--- config.mk ---
export PLATFORM = sky130hd
export DESIGN_NAME = control_pipeline
export DESIGN_NICKNAME = d
export VERILOG_FILES = /design/src/rtl/mips_pkg.sv /design/src/rtl/ctrl_pipe_reg.sv /design/src/rtl/control_pipeline.sv
export SDC_FILE = /design/constraint.sdc
export NUM_CORES = 1
export LEC_CHECK = 0
export CORE_MARGIN = 5
export CORE_UTILIZATION = 30
export CTS_BUF_LIST = sky130_fd_sc_hd__clkbuf_8 sky130_fd_sc_hd__clkbuf_16
export CTS_CLUSTER_DIAMETER = 80
export DETAILED_ROUTE_END_ITERATION = 8
export PLACE_DENSITY = 0.52
export SYNTH_ARGS = -nofsm -noshare
export SYNTH_HDL_FRONTEND = slang
export SYNTH_SLANG_ARGS = --single-unit
--- constraint.sdc ---
create_clock -name clk -period 2.9 [get_ports clk]
set_input_delay 0.87 -clock clk [delete_from_list [all_inputs] [get_ports clk]]
set_output_delay 0.87 -clock clk [all_outputs]
set_load 0.02 [all_outputs]
--- src/rtl/mips_pkg.sv ---
// Shared MIPS pipeline definitions: control-word bit positions, the bubble value and opcodes.
package mips_pkg;

  localparam int unsigned CTRL_REGDST   = 8;
  localparam int unsigned CTRL_ALUSRC   = 7;
  localparam int unsigned CTRL_MEMTOREG = 6;
  localparam int unsigned CTRL_REGWRITE = 5;
  localparam int unsigned CTRL_MEMREAD  = 4;
  localparam int unsigned CTRL_MEMWRITE = 3;
  localparam int unsigned CTRL_BRANCH   = 2;
  localparam int unsigned CTRL_ALUOP_HI = 1;
  localparam int unsigned CTRL_ALUOP_LO = 0;

  localparam logic [8:0] CTRL_BUBBLE = 9'b0;

  typedef enum logic [5:0] {
    OP_RTYPE = 6'h00,
    OP_BEQ   = 6'h04,
    OP_ADDI  = 6'h08,
    OP_LW    = 6'h23,
    OP_SW    = 6'h2B
  } opcode_e;

endpackage

--- src/rtl/ctrl_pipe_reg.sv ---
// Pipeline stage register with asynchronous clear; a bubble request overrides load.
module ctrl_pipe_reg #(
  parameter int unsigned W = 8
) (
  input  logic         clk,
  input  logic         reset,
  input  logic         load,
  input  logic         bubble,
  input  logic [W-1:0] d,
  output logic [W-1:0] q
);

  always_ff @(posedge clk or posedge reset) begin
    if (reset)       q <= '0;
    else if (bubble) q <= '0;
    else if (load)   q <= d;
  end

endmodule

--- src/rtl/control_pipeline.sv ---
// ID/EX, EX/MEM and MEM/WB control registers with load-use stall, branch flush
// and saturating stall/flush event counters.
module control_pipeline #(
  parameter int unsigned CTRL_W = 9,
  parameter int unsigned RA_W   = 5,
  parameter int unsigned CNT_W  = 16
) (
  input  logic              clk,
  input  logic              reset,
  input  logic [CTRL_W-1:0] id_ctrl,
  input  logic              id_valid,
  input  logic [RA_W-1:0]   id_rs,
  input  logic [RA_W-1:0]   id_rt,
  input  logic [RA_W-1:0]   id_rd,
  input  logic              flush,
  output logic              stall,
  output logic              ex_reg_dst,
  output logic              ex_alu_src,
  output logic [1:0]        ex_alu_op,
  output logic [RA_W-1:0]   ex_rs,
  output logic [RA_W-1:0]   ex_rt,
  output logic [RA_W-1:0]   ex_dest,
  output logic              mem_mem_read,
  output logic              mem_mem_write,
  output logic              mem_branch,
  output logic              mem_reg_write,
  output logic [RA_W-1:0]   mem_dest,
  output logic              wb_memto_reg,
  output logic              wb_reg_write,
  output logic [RA_W-1:0]   wb_dest,
  output logic [CNT_W-1:0]  stall_count,
  output logic [CNT_W-1:0]  flush_count
);

  import mips_pkg::*;

  localparam int unsigned IDEX_W  = CTRL_W + 3 * RA_W;
  localparam int unsigned EXMEM_W = 5 + RA_W;
  localparam int unsigned MEMWB_W = 2 + RA_W;

  logic [CTRL_W-1:0] id_clean;
  logic [CTRL_W-1:0] ex_ctrl;
  logic [RA_W-1:0]   ex_rd;
  logic              uses_rt;
  logic              hazard;
  logic              mem_memto_reg;

  always_comb begin
    id_clean = id_ctrl;
    if (!id_ctrl[CTRL_REGWRITE]) begin
      id_clean[CTRL_REGDST]   = 1'b0;
      id_clean[CTRL_MEMTOREG] = 1'b0;
    end
    if (id_ctrl[CTRL_ALUOP_HI]) id_clean[CTRL_ALUOP_LO] = 1'b0;
  end

  assign uses_rt = !id_ctrl[CTRL_ALUSRC] | id_ctrl[CTRL_MEMWRITE];
  assign hazard  = ex_ctrl[CTRL_MEMREAD] & (ex_rt != '0) &
                   ((ex_rt == id_rs) | ((ex_rt == id_rt) & uses_rt)) & id_valid;
  // A taken branch squashes the dependent instruction anyway, so it never stalls.
  assign stall   = hazard & !flush;

  ctrl_pipe_reg #(.W(IDEX_W)) u_id_ex (
    .clk    (clk),
    .reset  (reset),
    .load   (1'b1),
    .bubble (stall | flush | !id_valid),
    .d      ({id_clean, id_rs, id_rt, id_rd}),
    .q      ({ex_ctrl, ex_rs, ex_rt, ex_rd})
  );

  assign ex_reg_dst = ex_ctrl[CTRL_REGDST];
  assign ex_alu_src = ex_ctrl[CTRL_ALUSRC];
  assign ex_alu_op  = {ex_ctrl[CTRL_ALUOP_HI], ex_ctrl[CTRL_ALUOP_LO]};
  assign ex_dest    = ex_reg_dst ? ex_rd : ex_rt;

  ctrl_pipe_reg #(.W(EXMEM_W)) u_ex_mem (
    .clk    (clk),
    .reset  (reset),
    .load   (1'b1),
    .bubble (flush),
    .d      ({ex_ctrl[CTRL_MEMTOREG], ex_ctrl[CTRL_REGWRITE], ex_ctrl[CTRL_MEMREAD],
              ex_ctrl[CTRL_MEMWRITE], ex_ctrl[CTRL_BRANCH], ex_dest}),
    .q      ({mem_memto_reg, mem_reg_write, mem_mem_read,
              mem_mem_write, mem_branch, mem_dest})
  );

  ctrl_pipe_reg #(.W(MEMWB_W)) u_mem_wb (
    .clk    (clk),
    .reset  (reset),
    .load   (1'b1),
    .bubble (1'b0),
    .d      ({mem_memto_reg, mem_reg_write, mem_dest}),
    .q      ({wb_memto_reg, wb_reg_write, wb_dest})
  );

  always_ff @(posedge clk or posedge reset) begin
    if (reset) begin
      stall_count <= '0;
      flush_count <= '0;
    end else begin
      if (stall && stall_count != '1) stall_count <= stall_count + CNT_W'(1);
      if (flush && flush_count != '1) flush_count <= flush_count + CNT_W'(1);
    end
  end

endmodule
=== Word level (Yosys, flattened, before mapping) ===
Index checks and enable logic that the tools add are counted.

* Word-level logic and storage cells: 32
* Register bits after elaboration: 73
* Output and inout port bits: 68
* Input port bits: 28

* Equal/unequal tests: 4
* Reductions and logical operators: 6
* Bitwise logic cells: 9
* Muxes and demuxes: 6
* Add/sub/neg operators: 2

{| class="wikitable"
|+ Operators with widths
! operator !! number
|-
| $add A16 B1 Y16 const B || 2
|-
| $ne A16 B16 Y1 const B || 2
|-
| $mux W24 || 1
|-
| $eq A5 B5 Y1 || 2
|-
| $mux W10 || 1
|-
| $and A1 B1 Y1 || 5
|-
| $mux W5 || 1
|-
| $reduce_bool A5 Y1 || 1
|-
| $or A1 B1 Y1 || 4
|-
| $logic_not A1 Y1 || 3
|-
| $mux W1 || 3
|-
| $logic_and A1 B1 Y1 || 2
|}

=== Longest topological paths before layout ===
* Word-level depth: 10
* Gate-level depth with buffers: 6
* Mapped depth without buffers: 5

=== Cells and area by module ===
Synthesis repeated with hierarchy kept, for this count alone.

* Cell total of the unflattened synthesis: 308
* Area total of the unflattened synthesis: 3,475.8 sq um

{| class="wikitable"
|+ Modules (own cells, without submodules)
! module !! instances !! cells each !! area each (sq um) !! sequential area each (sq um)
|-
| control_pipeline || 1 || 174 || 1,789.2 || 800.8
|-
| ctrl_pipe_reg (u_id_ex) || 1 || 78 || 993.5 || 600.6
|-
| ctrl_pipe_reg (u_ex_mem) || 1 || 33 || 406.6 || 250.2
|-
| ctrl_pipe_reg (u_mem_wb) || 1 || 23 || 286.5 || 175.2
|}

=== Worst setup path after synthesis ===
Ideal clock, no wire load.

* Path type: input to output
* From: input id_rt[4]
* To: output stall
* Required time: 2,030 ps
* Buffers on the path: 1
* Stages: 5
* Setup slack: -34 ps
* Data arrival time: 2,064 ps
* Path through: xnor2_1 -> o2111ai_1 -> o22ai_1 -> clkbuf_1 -> and2_1

* Word-level cells in the longest chain between the ends: 6

{| class="wikitable"
|+ RTL lines
! what !! line !! RTL
|-
| start: declaration || control_pipeline.sv:13 || <nowiki>input logic [RA_W-1:0] id_rt,</nowiki>
|-
| $eq A5 B5 Y1 || control_pipeline.sv:59 || <nowiki>((ex_rt == id_rs) | ((ex_rt == id_rt) & uses_rt)) & id_valid;</nowiki>
|-
| $and A1 B1 Y1 || control_pipeline.sv:59 ||
|-
| $or A1 B1 Y1 || control_pipeline.sv:59 ||
|-
| $and A1 B1 Y1 || control_pipeline.sv:58 || <nowiki>assign hazard = ex_ctrl[CTRL_MEMREAD] & (ex_rt != '0) &</nowiki>
|-
| $and A1 B1 Y1 || control_pipeline.sv:59 ||
|-
| $and A1 B1 Y1 || control_pipeline.sv:61 || <nowiki>assign stall = hazard & !flush;</nowiki>
|-
| end: declaration || control_pipeline.sv:16 || <nowiki>output logic stall,</nowiki>
|}

No other way between the ends.

=== Worst setup path in the final report ===
* From: input id_rt[2]
* To: output stall

The elaborated chain is that of the path after synthesis.

==> reports/qor.yml <==
status: "completed"
grt_overflow: 0
finalSetupViolations: 0
r2r-end: "u_id_ex.q[15]$_DFF_PP0_"
drive_above_1_share_pct: 14.6
fmax_ghz: 0.352
reg2reg_depth: 12
finalNetCount: 395
drcViolationCount: 0
p_int_w: 0.00174
dp_slack_ns: -0.707
worstHoldEndpoint: "u_mem_wb.q[6]$_DFF_PP0_"
seq_area_frac_synth_pct: 60.1
ant_nets: 0
p_sw_w: 0.000740
synth.net_count: 277
min_path_cells: 0
min_period_ns: 2.84
comb_power_share_pct: 18.5
drt_iter0_markers: 44
p_clk_share_pct: 34.3
avgRoutedWirePerCell_um: 14.8
syn_inst: 247
cpMaxStageDelayCell: "dlygate4sd2_1"
setup_tns_ns: 0
antenna_found_initial: 0
postCtsHoldBufs: 0
swShare_pct: 29.9
worstHoldPathType: "flop to flop"
rsz0062_at_grt: "no"
cp_num_buf_inv: 2
critPathLaunch: "id_rt[2]"
start_util_pct: 31.0
yosys_warnings: 0
synth_ff_type: "dfrtp_1"
htree_num_levels: 3
synth_cell_types: 27
grt_pass1_vias: 2374
drt_pass1_iterations: 6
worstMarginPinSlew_ns: 0.633
critical-path-max-stage-delay_ns: 0.27
async_flop_share_pct: 100
timing.hold.ws_ns: 0.362
n_antenna_cell: 0
total_power_w: 0.00248
power.density_nw_per_um2: 549
portBuffers: 95
vdd_drop_max_mv: 0.270
final.period_utilization_pct: 97.9
core_um2: 9820
clk_pin_slew_ns: 0.09
syn_to_final_growth_pct: 48.4
insertion_delay_ns: 0.35
cts_buffers: 9
path_cells: "dlygate4sd2_1 -> xnor2_2 -> o2111ai_2 -> o22ai_2 -> and2_4 -> buf_6"
dp_hpwl_mm: 5.33
worstPathArrival_ns: 1.97
max_slew_margin_pct: 57.5
dieHeight_um: 111
path_max_fanout: 2
cp_top_family: "compound AO/OA/AOI/OAI gates"
rows: 36
gp_congestion: 0.737
critPathCaptureType: "output pin"
hold_violations: 0
synth_top_area_share_pct: 60.1
grt_use_total_pct: 12.9
synthesis.area_um2: 3040
grt_pass1_wl_mm: 12.6
p_seq_share_pct: 47.2
min_from: "u_ex_mem.q[9]$_DFF_PP0_"
cp-start-kind: "input port"
synth.ff_latch_count: 73
slew_viol_final: 0
synth_enable_flop_cells: 0
tritoncts: "yes"
drt_wl_total_mm: 7.45
r2r_setup_slack_ns: 0.48
syn_avg_cell_area_um2: 12.3
cts_root_buf: "clkbuf_8"
path_class: "input port to output pin"
yosys-top-cells-area: "dfrtp_1 (60%), xnor2_1 (9.2%), and2_1 (5.1%)"
placed_area_um2: 4220
leakage_nw: 2.03
post_drt_via_cell_ratio: 4.43
worstReg2RegStart: "u_id_ex.q[5]$_DFF_PP0_"
critPathRequiredTime_ns: 2.03
synth_top_cell_by_area: "dfrtp_1"
fin_ws_ns: 0.0613
vias: 2227
cts_sinks: 73
fin_skew_ns: 0.00680
ioPinCount: 96
die_x_um: 111
dieArea_um2: 12200
max-clock-path-buffers: 2
design_area_um2: 4510
drv_cap: 0
grt_max_degree: 74
cells by family after synthesis:
family	synth area share (%)
simple gates	20.3
flops	60.1
xor+xnor	11.5
buf+inv	2.47
compound gates	2.22
fa+ha+maj	0.823
mux	2.59
cells in the mapped netlist, types with 6 or more instances:
cell      n
nand2_1   8
nand4_1  14
and2_1   25
and4_1    8
xor2_1    8
nor2_1    6
nand3_1  16
mux2_2    7
inv_1     6
xnor2_1  32
nor2b_1  11
dfrtp_1  73
and3_1   12
power by group through the flow:
stage	Clock [W]	Combinational [W]	Sequential, W
floorplan	0	0.000152	0.00125
CTS	0.000885	0.000465	0.00117
detailed placement	0	0.000456	0.00119
finish	0.000850	0.000458	0.00117
global route	0.000932	0.000499	0.00118
global placement	0	0.000454	0.00119
worst max path at each step:
stage	slack (ns)	end	cells after the start
4_1_cts	0.04	stall	6
2_1_floorplan	0.04	stall	5
3_3_place_gp	-0.67	stall	6
3_5_place_dp	-0.71	stall	6
6_report	0.06	stall	6
5_1_grt	0.002	stall	6
through the flow:
stage	cells	utilization [%]
after floorplan	247	-
after global placement	479	43.0
after detailed placement	479	43.0
after CTS	502	45.8
after global routing	503	46.0
final	503	46.0
layout make-up:
| class | count | area, µm² |
|---|---|---|
| Clock buffer | 9 | 124 |
| Clock inverter | 7 | 86.3 |
| Fill cell | 972 | 5310 |
| Inverter | 7 | 26.3 |
| Multi-Input combinational cell | 160 | 1180 |
| Sequential cell | 73 | 1830 |
| Tap cell | 133 | 166 |
| Timing Repair Buffer | 114 | 1100 |
timing repair:
action	4_1_cts	5_1_grt
setup endpoints to repair	1	1
setup buffers	7	1
resized for setup	24	2
pin swaps	9	6
routing by layer:
metal  vias to the layer above  wire (µm)  global-route usage [%]
met1                      1082       3420                    16.3
met3                         7        370                    5.02
met4                         0         98                    3.94
met5                         -          0                       0
met2                        54       3560                    20.3
li1                       1084          -                       -
flip-flops by register name, summed over array words and instances, names as in the netlist:
register	flops
u_id_ex.q	24
flush_count	16
stall_count	16
u_ex_mem.q	10
u_mem_wb.q	7
layout by cell type (no fill, tap or decap), types with 3 or more instances in the layout:
cell             netlist  layout
inv_1                  6       5
and3_1                12      12
xnor2_1               32      29
nand2_1                8       8
and2_1                25      24
buf_4                  2      17
nand4_1               14      14
xnor2_2                0       3
dlygate4sd2_1          0      12
nor2_1                 6       6
mux2_2                 7       7
clkdlybuf4s50_1        0      81
nand3_1               16      16
nor2b_1               11      10
dfrtp_1               73      73
clkbuf_8               0       9
and4_1                 8       8
xor2_1                 8       8
Note: power is estimated with default switching activity, not from simulation.
